File: src/rtl/initialization_sequence_controller.sv
`default_nettype none
// ============================================================================
//  Module      : initialization_sequence_controller
//  Description : Host-write sequencer for the 8259A control logic. Detects
//                completed CPU writes, classifies each one as ICW1..ICW4 or
//                OCW1..OCW3, and walks the ICW1->ICW2->[ICW3]->[ICW4]
//                initialization sequence.
//  Ports       : clock, reset            - system clock, sync active-high reset
//                chip_select_n           - CS#, active low
//                write_enable_n          - WR#, active low
//                address                 - A0
//                data_bus_in[7:0]        - CPU data
//                internal_data_bus[7:0]  - byte of the last committed write
//                write_initial_command_word_1..4   - 1-cycle ICW strobes
//                write_operation_control_word_1..3 - 1-cycle OCW strobes
//                in_initialization       - high from reset/ICW1 until READY
//                initialization_complete - high in READY only
//  Revision    : 1.0 - initial release
// ============================================================================
module initialization_sequence_controller (
    input  logic       clock,
    input  logic       reset,
    input  logic       chip_select_n,
    input  logic       write_enable_n,
    input  logic       address,
    input  logic [7:0] data_bus_in,
    output logic [7:0] internal_data_bus,
    output logic       write_initial_command_word_1,
    output logic       write_initial_command_word_2,
    output logic       write_initial_command_word_3,
    output logic       write_initial_command_word_4,
    output logic       write_operation_control_word_1,
    output logic       write_operation_control_word_2,
    output logic       write_operation_control_word_3,
    output logic       in_initialization,
    output logic       initialization_complete
);

    typedef enum logic [2:0] {
        ST_UNINIT = 3'd0,
        ST_ICW2   = 3'd1,
        ST_ICW3   = 3'd2,
        ST_ICW4   = 3'd3,
        ST_READY  = 3'd4
    } state_t;

    state_t     r_state;
    logic       r_req;
    logic       r_cap_a0;
    logic [7:0] r_cap_data;
    logic       r_sngl;
    logic       r_ic4;

    logic       w_req;
    logic       w_commit;
    logic       w_is_icw1;

    assign w_req     = ~chip_select_n & ~write_enable_n;
    // A write takes effect only when it ends, so data may settle while held.
    assign w_commit  = r_req & ~w_req;
    assign w_is_icw1 = ~r_cap_a0 & r_cap_data[4];

    always_ff @(posedge clock) begin
        if (reset) begin
            r_state                        <= ST_UNINIT;
            r_req                          <= 1'b0;
            r_cap_a0                       <= 1'b0;
            r_cap_data                     <= 8'h00;
            r_sngl                         <= 1'b0;
            r_ic4                          <= 1'b0;
            internal_data_bus              <= 8'h00;
            write_initial_command_word_1   <= 1'b0;
            write_initial_command_word_2   <= 1'b0;
            write_initial_command_word_3   <= 1'b0;
            write_initial_command_word_4   <= 1'b0;
            write_operation_control_word_1 <= 1'b0;
            write_operation_control_word_2 <= 1'b0;
            write_operation_control_word_3 <= 1'b0;
            in_initialization              <= 1'b1;
            initialization_complete        <= 1'b0;
        end else begin
            r_req <= w_req;
            if (w_req) begin
                r_cap_a0   <= address;
                r_cap_data <= data_bus_in;
            end

            // Strobes are single-cycle by default.
            write_initial_command_word_1   <= 1'b0;
            write_initial_command_word_2   <= 1'b0;
            write_initial_command_word_3   <= 1'b0;
            write_initial_command_word_4   <= 1'b0;
            write_operation_control_word_1 <= 1'b0;
            write_operation_control_word_2 <= 1'b0;
            write_operation_control_word_3 <= 1'b0;

            if (w_commit) begin
                internal_data_bus <= r_cap_data;
                if (w_is_icw1) begin
                    // ICW1 restarts the sequence from any state.
                    write_initial_command_word_1 <= 1'b1;
                    r_sngl                       <= r_cap_data[1];
                    r_ic4                        <= r_cap_data[0];
                    r_state                      <= ST_ICW2;
                    in_initialization            <= 1'b1;
                    initialization_complete      <= 1'b0;
                end else begin
                    case (r_state)
                        ST_UNINIT: begin
                            r_state <= ST_UNINIT;
                        end
                        ST_ICW2: begin
                            if (r_cap_a0) begin
                                write_initial_command_word_2 <= 1'b1;
                                if (!r_sngl) begin
                                    r_state <= ST_ICW3;
                                end else if (r_ic4) begin
                                    r_state <= ST_ICW4;
                                end else begin
                                    r_state                 <= ST_READY;
                                    in_initialization       <= 1'b0;
                                    initialization_complete <= 1'b1;
                                end
                            end
                        end
                        ST_ICW3: begin
                            if (r_cap_a0) begin
                                write_initial_command_word_3 <= 1'b1;
                                if (r_ic4) begin
                                    r_state <= ST_ICW4;
                                end else begin
                                    r_state                 <= ST_READY;
                                    in_initialization       <= 1'b0;
                                    initialization_complete <= 1'b1;
                                end
                            end
                        end
                        ST_ICW4: begin
                            if (r_cap_a0) begin
                                write_initial_command_word_4 <= 1'b1;
                                r_state                      <= ST_READY;
                                in_initialization            <= 1'b0;
                                initialization_complete      <= 1'b1;
                            end
                        end
                        ST_READY: begin
                            if (r_cap_a0) begin
                                write_operation_control_word_1 <= 1'b1;
                            end else if (r_cap_data[3]) begin
                                write_operation_control_word_3 <= 1'b1;
                            end else begin
                                write_operation_control_word_2 <= 1'b1;
                            end
                        end
                        default: begin
                            r_state <= ST_UNINIT;
                        end
                    endcase
                end
            end
        end
    end

endmodule
`default_nettype wire

File: config.mk
export PLATFORM = sky130hd
export DESIGN_NAME = initialization_sequence_controller
export DESIGN_NICKNAME = d
export VERILOG_FILES = /design/src/rtl/initialization_sequence_controller.sv
export SDC_FILE = /design/constraint.sdc
export NUM_CORES = 1
export LEC_CHECK = 0
export BUFFER_PORTS_ARGS = -buffer_cell sky130_fd_sc_hd__buf_2
export CAP_MARGIN = 25
export CORE_MARGIN = 1
export CORE_UTILIZATION = 55
export CTS_BUF_LIST = sky130_fd_sc_hd__clkbuf_16
export DETAILED_ROUTE_END_ITERATION = 12
export PLACE_DENSITY = 0.86
export SYNTH_ARGS = -nofsm -noshare
export SYNTH_HDL_FRONTEND = slang
export SYNTH_SLANG_ARGS = --single-unit
File: constraint.sdc
create_clock -name clock -period 2.5 [get_ports clock]
set_input_delay 0 -clock clock [delete_from_list [all_inputs] [get_ports clock]]
set_output_delay 0 -clock clock [all_outputs]
set_load 0.005 [all_outputs]
==> metrics.md <==
| Metric | Value |
|---|---|
| Status | `complete, no violations` |
| IO Count | `30` |
| CTS Root Cell | `clkbuf_16` |
| WHS | `0.1531 ns` |
| Dpl ws | `0.8858 ns` |
| Die height | `49.98 µm` |
| CTS Buffer Depth | `2` |
| CTS Sinks | `32` |
| CTS tree | `yes` |
| Syn Inst Count | `152` |
| CP max FO | `15` |
| DR WL met3 | `163 µm` |
| Met2 WL | `roughly 1.4 mm` |
| Worst Tran Pin Value | `1.005 ns` |
| First-pass GRT wire length | `4.629 mm` |
| Post-CTS Setup Bufs | `0` |
| DIE AREA | `2498 µm²` |
| Worst-skew pair later-pin latency | `roughly 0.28 ns` |
| PD cells | `703.9 nW/µm²` |
| Initial antenna violation count | `0` |
| I/O Buffers | `29` |
| Total wire length | `2.807 mm` |
| Post-Syn Area | `around 1300 µm²` |
| Setup WS post-layout | `about 0.95 ns` |
| Gr usage total | `25.98%` |
| Area growth syn-to-layout | `27.67%` |
| Post-layout net count | `about 200` |
| # fillers | `about 160` |
| Synth unique cells | `35` |
| DRT Pass-1 Iters | `4` |
| Initial DRC count | `36` |
| Area of the multi-input gates | `about 560 µm²` |
| CTS Buf Count | `5` |
| Register area | `640.6 µm²` |
| RSZ-0062 raised after global routing | `no` |
| Via Count | `1147` |
| Die X-Extent | `49.98 µm` |
| Htree depth | `2` |
| Routability cong. | `0.8354` |
| Leakage | `0.6650 nW` |
| Period utilisation layout | `between 60% and 70%` |
| Antenna cells | `0` |
| Vias in the first global route | `1087` |
| Mapped Nets | `165` |
| Share of the yosys chip area belonging to registers | `50.59%` |
| Detail Placement HPWL | `1.726 mm` |
| Fin. Hold Viols | `0` |
| Critical path startpoint category | `flip-flop` |
| Worst hold path type | `in -> reg` |
| WP data required | `2.67 ns` |
| Row count | `17` |
| MaxCap Viol Count | `0` |
| Share of layout cells above drive strength 1 | `approximately 23%` |
| Worst R2R Path Depth | `4` |
| Clk_skew | `0.005218 ns` |
| Maximum vdd drop | `0.7006 mV` |
| Finished Core Util | `roughly 74%` |
| #FFs+latches synth | `32` |
| M1 WL | `1.149 mm` |
| Mean Syn Cell Area | `8.330 µm²` |
| Global route total overflow | `0` |
| Fin area | `1617 µm²` |
| Endpoints failing setup | `0` |
| Slew Viols, Final | `0` |
| Clock period minus worst slack | `between 1.5 and 2 ns` |
| Largest net degree at the start of global routing | `31` |
| YS warnings | `0` |
| Critical Path AT | `1.71 ns` |
| Remaining DRCs | `0` |
| Core Area | `2191 µm²` |
| Top Metal Used | `met4` |
| Total Neg Setup Slack | `0 ns` |
| DR vias/cell | `5.286` |
| Setup crit end kind | `flip-flop` |
| Worst-path clk slew | `approximately 0.050 ns` |
| Initial Utilization | `just under 60%` |
| Post-DP Area | `1393 µm²` |
| Fmax | `0.6459 GHz` |
| WS Path Type | `reg -> reg` |
| WL per Instance | `approximately 13 µm` |
| Hold Crit Depth | `3` |
| Relative slew margins | `about a third` |
| DRT antenna net count | `0` |
==> cells by family (layout without fill, tap and decap cells) <==
logic type | after synthesis | in the layout | share of synthesized area, %
buffers and inverters | 11 | 48 | 5.138
AOI/OAI and AO/OA | 34 | 34 | 14.92
DFF | 32 | 32 | 50.59
muxes | 3 | 3 | 2.767
and+or+nand+nor | 72 | 72 | 26.58
==> per-layer routing <==
layer | track usage, % | vias up
met5 | 0 | -
met4 | 15.71 | 0
met3 | 11.11 | 7
met2 | 43.78 | 34
met1 | 26.10 | 524
li1 | - | 582
==> worst paths after layout <==
path	start	end	slack (ns)
setup / recovery	r_req	r_state[2]	0.95
hold / removal	write_enable_n	r_req	0.15
setup reg to reg	r_req	r_state[2]	0.95
hold reg to reg	internal_data_bus[0]	internal_data_bus[0]	0.45
==> what timing repair did <==
action | 4_1_cts | 5_1_grt
resized for setup | 0 | 0
endpoints found under the hold margin | 9 | 0
hold buffers | 9 | 0
endpoints found under the setup margin | 0 | 0
==> per-stage QoR <==
| stage | total power, mW | cells |
|---|---|---|
| global route | 1.178 | 217 |
| floorplan | 0.5682 | 152 |
| detailed placement | 0.5841 | 201 |
| CTS | 1.146 | 217 |
| global placement | 0.5817 | 201 |
| finish | 1.138 | 217 |
==> placed cells by master (no fill, tap or decap), types with 2 or more instances in the layout <==
cell type / count
a21oi_1: 22
nor2b_1: 2
mux2i_1: 2
nand3_1: 2
dfxtp_1: 32
o21ai_1: 3
and2_1: 2
nand4_1: 2
dlygate4sd3_1: 9
nand2b_1: 3
o21ai_0: 3
nor3_1: 4
buf_2: 29
nor2_1: 9
nand2_1: 39
clkbuf_16: 5
inv_1: 4
==> worst max-delay path, stage by stage, from the launching register on <==
cell and delay (ns):
dfxtp_1 0.30, o21ai_1 0.53, a21oi_1 0.12, o21ai_2 0.17, mux2_4 0.32
==> power by group <==
group | internal, mW | switching (mW)
sequential | 0.520 | 0.00725
combinational | 0.0271 | 0.0326
clock | 0.356 | 0.195
total | 0.903 | 0.235
==> Yosys cell counts (all sizes together) <==
| cell | number | area (µm²) |
|---|---|---|
| and3 | 1 | 6.260 |
| nand3b | 1 | 7.510 |
| nor3 | 4 | 20.02 |
| dfxtp | 32 | 640.6 |
| o31ai | 1 | 7.510 |
| buf | 4 | 28.78 |
| or3 | 1 | 6.260 |
| nor4 | 1 | 6.260 |
| nand4 | 2 | 12.51 |
| mux2i | 2 | 20.02 |
| clkbuf | 4 | 25.02 |
| o21ai | 7 | 38.78 |
| nor2 | 9 | 33.78 |
| or2b | 2 | 16.27 |
| inv | 3 | 11.26 |
| mux2 | 1 | 15.01 |
| or2 | 2 | 15.02 |
| a31oi | 1 | 6.260 |
| nand2b | 3 | 18.77 |
| and2 | 2 | 12.51 |
| a211o | 1 | 8.760 |
| a21oi | 23 | 118.9 |
| nand3 | 2 | 10.01 |
| nand2 | 39 | 146.4 |
| nor3b | 1 | 12.51 |
| nor2b | 2 | 12.51 |
| a31o | 1 | 8.760 |
==> flip-flops by register name (all words and copies together) (netlist names) <==
register                        count
r_sngl                              1
initialization_complete             1
write_initial_command_word_2        1
write_operation_control_word_2      1
in_initialization                   1
r_cap_data                          8
r_state                             3
write_initial_command_word_1        1
write_initial_command_word_4        1
r_cap_a0                            1
r_req                               1
write_operation_control_word_1      1
internal_data_bus                   8
write_initial_command_word_3        1
write_operation_control_word_3      1
r_ic4                               1
==> layout make-up <==
| type | count | share of cell area (%) |
|---|---|---|
| flip-flops and latches | 32 | 39.63 |
| multi-input cells | 109 | 34.67 |
| repair buffers | 38 | 14.55 |
| clock buffers | 5 | 7.740 |
| well taps | 28 | 2.167 |
| inverters | 3 | 0.6966 |
| clock inverters | 2 | 0.5418 |
Power figures use the tool's default switching activity.
